`config.mk`:
```
export PLATFORM = sky130hd
export DESIGN_NAME = bank_req_responder
export DESIGN_NICKNAME = d
export VERILOG_FILES = /design/src/rtl/bank_req_responder.sv
export SDC_FILE = /design/constraint.sdc
export NUM_CORES = 2
export LEC_CHECK = 0
export CORE_MARGIN = 4
export CORE_UTILIZATION = 40
export DETAILED_ROUTE_END_ITERATION = 8
export GPL_ROUTABILITY_DRIVEN = 0
export SETUP_SLACK_MARGIN = 0.2
export SKIP_CTS_REPAIR_TIMING = 1
export SYNTH_ARGS = -nofsm -noshare
export SYNTH_HDL_FRONTEND = slang
export SYNTH_SLANG_ARGS = --single-unit
```
`constraint.sdc`:
```
create_clock -name clk -period 17.1 [get_ports clk]
set_clock_uncertainty 0.1 [all_clocks]
set_input_delay 1.71 -clock clk [delete_from_list [all_inputs] [get_ports clk]]
set_output_delay 1.71 -clock clk [all_outputs]
set_load 0.05 [all_outputs]
```
`src/rtl/bank_req_responder.sv`:
```
// Bank-side responder: round-robin arbitration over PEA request FIFOs and
// execution of the granted word against the local bank SRAM.
module bank_req_responder #(
  parameter int unsigned NUM_PORTS = 16,
  parameter int unsigned WORD_W    = 36,
  parameter int unsigned BANK_ID   = 0,
  parameter int unsigned ADDR_W    = 8,
  parameter int unsigned DATA_W    = 16
) (
  input  logic                          clk,
  input  logic                          rst_n,
  input  logic [NUM_PORTS-1:0]          req,
  input  logic [NUM_PORTS*WORD_W-1:0]   req_data,
  input  logic                          bank_stall,
  output logic [NUM_PORTS-1:0]          gnt,
  output logic                          rsp_valid,
  output logic [DATA_W-1:0]             rsp_data,
  output logic [$clog2(NUM_PORTS)-1:0]  rsp_port,
  output logic [7:0]                    err_cnt,
  output logic [15:0]                   access_cnt
);

  localparam int unsigned PORT_W   = $clog2(NUM_PORTS);
  localparam int unsigned DEPTH    = 1 << ADDR_W;
  localparam int unsigned ID_LSB   = 32;
  localparam int unsigned WE_BIT   = 31;
  localparam int unsigned RSV_LSB  = 24;
  localparam int unsigned ADDR_LSB = 16;

  logic [PORT_W-1:0] rr_ptr;
  logic [PORT_W-1:0] win_idx;
  logic [PORT_W-1:0] cand;
  logic              win_found;
  logic              grant_en;
  logic [WORD_W-1:0] win_word;

  logic              s1_valid;
  logic [3:0]        s1_bank;
  logic              s1_we;
  logic [ADDR_W-1:0] s1_addr;
  logic [DATA_W-1:0] s1_wdata;
  logic [PORT_W-1:0] s1_port;
  logic              s1_match;

  logic [DATA_W-1:0] mem [DEPTH];

  // Reserved word bits carry no meaning for the bank.
  logic unused_rsvd;
  assign unused_rsvd = ^win_word[RSV_LSB +: 7];

  // Round-robin search starting at rr_ptr, wrapping at NUM_PORTS-1.
  always_comb begin
    win_found = 1'b0;
    win_idx   = '0;
    cand      = '0;
    for (int unsigned i = 0; i < NUM_PORTS; i++) begin
      cand = PORT_W'((32'(rr_ptr) + i) % NUM_PORTS);
      if (!win_found && req[cand]) begin
        win_found = 1'b1;
        win_idx   = cand;
      end
    end
  end

  assign grant_en = win_found && !bank_stall && rst_n;
  assign gnt      = grant_en ? (NUM_PORTS'(1) << win_idx) : '0;
  assign win_word = req_data[32'(win_idx)*WORD_W +: WORD_W];
  assign s1_match = (s1_bank == 4'(BANK_ID));

  // Arbitration pointer and stage-1 capture of the granted word.
  always_ff @(posedge clk or negedge rst_n) begin
    if (!rst_n) begin
      rr_ptr   <= '0;
      s1_valid <= 1'b0;
      s1_bank  <= '0;
      s1_we    <= 1'b0;
      s1_addr  <= '0;
      s1_wdata <= '0;
      s1_port  <= '0;
    end else begin
      s1_valid <= grant_en;
      if (grant_en) begin
        rr_ptr   <= (win_idx == PORT_W'(NUM_PORTS - 1)) ? '0 : win_idx + PORT_W'(1);
        s1_bank  <= win_word[ID_LSB +: 4];
        s1_we    <= win_word[WE_BIT];
        s1_addr  <= win_word[ADDR_LSB +: ADDR_W];
        s1_wdata <= win_word[0 +: DATA_W];
        s1_port  <= win_idx;
      end
    end
  end

  // Stage 2: bank id check, read response and counters.
  always_ff @(posedge clk or negedge rst_n) begin
    if (!rst_n) begin
      rsp_valid  <= 1'b0;
      rsp_data   <= '0;
      rsp_port   <= '0;
      err_cnt    <= '0;
      access_cnt <= '0;
    end else begin
      rsp_valid <= 1'b0;
      if (s1_valid) begin
        if (!s1_match) begin
          if (err_cnt != 8'hFF) begin
            err_cnt <= err_cnt + 8'd1;
          end
        end else begin
          access_cnt <= access_cnt + 16'd1;
          if (!s1_we) begin
            rsp_valid <= 1'b1;
            rsp_data  <= mem[s1_addr];
            rsp_port  <= s1_port;
          end
        end
      end
    end
  end

  // Bank SRAM; contents deliberately survive reset.
  always_ff @(posedge clk) begin
    if (s1_valid && s1_match && s1_we) begin
      mem[s1_addr] <= s1_wdata;
    end
  end

endmodule
```
# [Yosys cells after proc, flatten, opt, wreduce, memory -nomap -nowiden]
# Memory sizes are Yosys's and may differ from the RTL's. A register that Yosys moved wholly into a read port is not among the register bits.
# Cells that the tools add are included.
[word_totals] output_inout_bits=61 register_bits=67 romBits=0 n_memories=1 word_cells=164 input_bits=595 latchBits=0 mem_bits_rw=4096
[mem_list] name="mem" depth=256 word_bits=16 read_ports=1 rd_ports_with_merged_regs=1 wr=1 line_no="45" text="logic [DATA_W-1:0] mem [DEPTH];"
[classes] magnitude_cmp=16 n_addsub=18 shifts=2 n_div=0 eq_ne=2 bitwise=2 reduce_logical=40 n_mul=1 mux=71
[op_table] cell="variable part select 576 x 11 -> 36 bit" count=1
[op_table] cell="< comparator 4 x 5 -> 1 bit, second input constant" count=16
[op_table] cell="two-way mux 4 bit" count=17
[op_table] cell="binary-select mux 1 bit (select 4 bit)" count=16
[op_table] cell="two-way mux 1 bit" count=37
[op_table] cell="adder 4 bit, second input constant" count=8
[op_table] cell="logical AND 1 bit" count=19
[op_table] cell="logical NOT 1 bit" count=17
[op_table] cell="adder 16 x 1 -> 16 bit, second input constant" count=1
[op_table] cell="adder 4 x 3 -> 4 bit, second input constant" count=4
[op_table] cell="two-way mux 16 bit" count=1
[op_table] cell="<< shifter 1 x 4 -> 16 bit, first input constant" count=1
[op_table] cell="adder 4 x 1 -> 4 bit, second input constant" count=2
[op_table] cell="adder 4 x 2 -> 4 bit, second input constant" count=2
[op_table] cell="adder 8 x 1 -> 8 bit, second input constant" count=1
[op_table] cell="multiplier 4 x 4 -> 8 bit, second input constant" count=1
[op_table] cell="!= test 8 bit, second input constant" count=1
[op_table] cell="AND reduction 3 bit" count=2
[op_table] cell="== test 4 bit, second input constant" count=1
[op_table] cell="logical NOT 4 bit" count=1
[op_table] cell="inverter 1 bit" count=2
[op_table] cell="AND reduction 2 bit" count=1

# [Logic depth before layout (Yosys ltp)]
[depth] depth_word=51 mapped_depth=24 ltp_nobuf=15

# [Least setup slack after synthesis]
# OpenSTA, ideal clock, no wires.
[synth_timing] path_type="in2out" startpoint="in req[2]" endpoint="out gnt[11]" setup_slack_ns=9.621 required_ns=15.290 arrival_time_ns=5.669 cell_stages=16 path_buffers=5 path_cell_list="clkbuf_1 mux4_2 mux4_2 nand2b_1 or3_1 o32a_1 a21oi_1 nor2_2 inv_2 buf_4 buf_6 buf_2 buf_2 ha_1 nand2_1 nor2_1"
[synth_between] elab_chain_len=51 elab_cells_between_ends=98 cone_classes="1 x shift; 65 x mux; 32 x reduce/logical"
[synth_rtl] element="start, declared" line_no="12" text="input logic [NUM_PORTS-1:0] req,"
[synth_rtl] element="binary-select mux 1 bit (select 4 bit)" line_no="58" text="if (!win_found && req[cand]) begin"
[synth_rtl] element="two-way mux 1 bit (not written as such)" line_no="58"
[synth_rtl] element="two-way mux 1 bit" line_no="58"
[synth_rtl] element="logical NOT 1 bit" line_no="58"
[synth_rtl] element="logical AND 1 bit" line_no="58"
[synth_rtl] element="two-way mux 1 bit" line_no="58"
[synth_rtl] element="logical NOT 1 bit" line_no="58"
[synth_rtl] element="logical AND 1 bit" line_no="58"
[synth_rtl] element="(+34 left out)"
[synth_rtl] element="logical NOT 1 bit" line_no="58"
[synth_rtl] element="logical AND 1 bit" line_no="58"
[synth_rtl] element="two-way mux 1 bit" line_no="58"
[synth_rtl] element="logical NOT 1 bit" line_no="58"
[synth_rtl] element="logical AND 1 bit" line_no="58"
[synth_rtl] element="two-way mux 1 bit" line_no="58"
[synth_rtl] element="logical AND 1 bit (2 in a row)" line_no="65" text="assign grant_en = win_found && !bank_stall && rst_n;"
[synth_rtl] element="two-way mux 16 bit (*)" line_no="66" text="assign gnt = grant_en ? (NUM_PORTS'(1) << win_idx) : '0;"
[synth_rtl] element="end, declared" line_no="15" text="output logic [NUM_PORTS-1:0] gnt,"
# Mark *: on every way between the ends. The rest lies on a longest branch, timed or not. The select of a mux whose other input is x is not followed.

# [Worst setup path after layout]
[layout_timing] startpoint="reg rr_ptr[0]" endpoint="out gnt[1]"
[layout_between] elab_chain_len=51 elab_cells_between_ends=113 cone_classes="15 x add/sub; 1 x shift; 65 x mux; 32 x reduce/logical"
[layout_rtl] element="start, declared" line_no="30" text="logic [PORT_W-1:0] rr_ptr;"
[layout_rtl] element="start signal, assigned" line_no="83" text="rr_ptr <= (win_idx == PORT_W'(NUM_PORTS - 1)) ? '0 : win_idx + PORT_W'(1);"
[layout_rtl] element="branches (longest 50 deep; another with adder 4 x 1 -> 4 bit)"
[layout_rtl] element="two-way mux 16 bit (*)" line_no="66"
# Mark *: on every way between the ends. The select of a mux whose other input is x is not followed.

==> reports/qor.yml <==
status: "finished, violations left"
violations: "max-capacitance violations, max-slew violations"
finalCriticalPeriod_ns: 10.39
worstPathRequired_ns: 15.29
power_switching_mw: 12.9
p_seq_share_pct: 36.9
yosysWarnings: 0
comb_power_share_pct: 37.7
hold_path_depth: 1
synth_area_sq_mm: 0.167
die_y_um: 654
initial_core_util_pct: 40.3
maxCapViolCount: 1
maxSlewViolCount: 2
portBuffers: 543
synth_fp_nets: 8069
first_pass_iters: 8
worstSetupStartpointType: "register"
via_count: 84700
clk_pin_slew_worst_paths_ns: 0.06
setup_viol: 0
ys_seq_area_share_pct: 74.9
wl_met3_mm: 47.1
switching_share_pct: 35.6
drtIter0Drc: 11500
clockBufferDepth: 4
cts-buffers-inserted: 420
grt_pass1_wl_mm: 676
die_area_sq_mm: 0.428
min_path_type: "register to register"
grt_antenna_before_repair: 106
final.period_utilization_pct: 60.8
cp_data_arrival_time_ns: 8.58
drcViolationCount: 0
path_class: "register to output pin"
wire_per_inst_um: 34.3
root_buffer: "clkbuf_16"
nets: 8968
synth_edf_count: 4096
core_area_sq_mm: 0.415
tritoncts: "done"
grt_max_degree: 208
dr_wl_met2_mm: 233
drive_above_1_share_pct: 30.2
max-slew-margin-rel_pct: -4.84
clk_latency_ns: 0.99
nFillCells: 33800
syn2layout_area_growth_pct: 16.8
drtAntennaViolNets: 0
crit_path_max_fanout: 83
internal_power_mw: 23.4
gr-total-overflow: 0
synth_cell_type_count: 68
setup_tns_ns: 0
viasPerCell: 5.94
rsz0062_at_grt: "false"
ir_worst_vdd_v: 0.000350
end_kind: "output pin"
holdWs_ns: 0.385
final_common_cell: "edfxtp_1"
synthArstFlopShare_pct: 1.99
rr_worst_depth: 19
pin_count: 656
ys.flop_type: "edfxtp_1"
power.density_mw_per_mm2: 186
grt_pass1_vias: 84000
clock_power_share_pct: 25.4
rows: 236
final_cell_mix: "edfxtp_1 (4096), mux4_2 (1334), clkdlybuf4s50_1 (542)"
cts_sinks: 4179
grt.total_usage_pct: 22.5
synth-seq-cells: 4179
hold_viol: 0
max_freq_mhz: 96.2
htreeDepth: 5
dp_hpwl_mm: 295
p_leak_nw: 61.1
drt-met1-wl_mm: 186
wl_mm: 488
synthCells: 7463
die_x_um: 654
tightestPinTransition_ns: 1.56
highest_layer: "met5"
avgSynthCellArea_sq_um: 22.4
[layout make-up]
cell class | instances | area (sq um) | area share, %
antenna | 61 | 153 | 0.0783
clock buffer | 543 | 11300 | 5.78
clock inverter | 242 | 2540 | 1.30
inverter | 18 | 77.6 | 0.0398
multi-input combinational | 2821 | 40500 | 20.8
sequential | 4179 | 125000 | 64.2
tap | 5474 | 6850 | 3.51
timing repair buffer | 922 | 8470 | 4.34
[cell usage after synthesis, drive strengths merged (18+ instances only)]
cell type / count / area share [%]
nor3: 24 / 0.072
a22o: 19 / 0.10
edfxtp: 4096 / 74
dfrtp: 83 / 1.2
clkbuf: 248 / 0.56
mux2i: 295 / 1.8
nand3: 56 / 0.17
nor2: 344 / 0.77
nand2: 195 / 0.44
and3: 29 / 0.11
a21oi: 59 / 0.18
xnor2: 21 / 0.11
mux4: 1334 / 18
a22oi: 25 / 0.11
o21ai: 43 / 0.13
o22ai: 25 / 0.094
nand4: 25 / 0.094
nand2b: 18 / 0.067
mux2: 90 / 0.61
nor2b: 22 / 0.082
buf: 197 / 0.56
[path summary, 6_finish.rpt]
kind | slack, ns | end | startpoint
worst max register to register | 8.54 | s1_wdata[8]$_DFFE_PN0P_ | rr_ptr[0]$_DFFE_PN0P_
min in group asynchronous | 0.63 | rsp_data[0]$_DFFE_PN0P_ | rst_n
worst max-delay path | 6.71 | gnt[1] | rr_ptr[0]$_DFFE_PN0P_
worst min register to register | 0.38 | access_cnt[15]$_DFFE_PN0P_ | access_cnt[15]$_DFFE_PN0P_
worst min-delay path | 0.38 | access_cnt[15]$_DFFE_PN0P_ | access_cnt[15]$_DFFE_PN0P_
max in group asynchronous | 15.10 | s1_wdata[10]$_DFFE_PN0P_ | rst_n
[power groups by stage]
stage	Clock [mW]	Sequential, mW	Combinational [mW]
floorplan	0	14.1	8.15
global placement	0	13.6	13.3
detailed placement	0	13.6	13.5
CTS	9.36	13.4	13.5
global route	9.81	13.4	14.3
finish	9.22	13.4	13.7
[flip-flops by register name, summed over array words and instances, names as in the netlist]
name,count
s1_port,4
rr_ptr,4
s1_valid,1
s1_bank,4
s1_addr,8
err_cnt,8
access_cnt,16
rsp_valid,1
mem,4096
s1_wdata,16
rsp_data,16
rsp_port,4
s1_we,1
[routing by layer]
layer | GRT usage (%) | vias up
li1 | - | 33700
met1 | 30.2 | 45600
met2 | 35.1 | 4438
met3 | 5.40 | 886
met4 | 10.1 | 52
met5 | 0 | -
[stage by stage]
| stage | power (mW) | cells | setup slack (ns) | util (%) | area (sq um) |
|---|---|---|---|---|---|
| 2_1_floorplan | 22.2 | 7463 | 9.62 | - | 167000 |
| 3_3_place_gp | 26.8 | 13400 | 7.77 | 43.7 | 181000 |
| 3_5_place_dp | 27.1 | 13400 | 7.74 | 43.7 | 181000 |
| 4_1_cts | 36.3 | 14200 | 6.89 | 47.0 | 195000 |
| 5_1_grt | 37.5 | 14200 | 6.51 | 47.0 | 195000 |
| 6_report | 36.3 | 14300 | 6.71 | 47.0 | 195000 |
[worst max-delay path, stage by stage (launching register included)]
cell and delay (ns):
dfrtp_1 0.32, buf_4 0.41, clkinv_1 0.70, ha_1 0.55, buf_4 0.36, mux4_2 0.61, mux2i_1 0.47, mux2i_1 0.22
a211oi_1 0.36, nand3_1 0.31, a211oi_1 0.26, a21oi_1 0.13, nor2_4 0.10, buf_4 0.60, inv_8 0.42, nor2_1 0.59
and3_1 0.26, clkdlybuf4s50_1 0.83
[kinds of logic (layout without fill, tap and decap cells)]
logic type | Yosys count | in the layout | share of synthesized area [%]
flip-flops | 4179 | 4179 | 74.9
AO/OA/AOI/OAI | 317 | 317 | 1.38
AND/OR/NAND/NOR | 739 | 739 | 1.91
multiplexers | 1719 | 1719 | 20.4
other | 0 | 61 | 0
buffers and inverters | 463 | 1725 | 1.15
XOR/XNOR | 35 | 35 | 0.188
adder cells (fa/ha/maj) | 11 | 11 | 0.0824
Power figures use the tool's default switching activity.
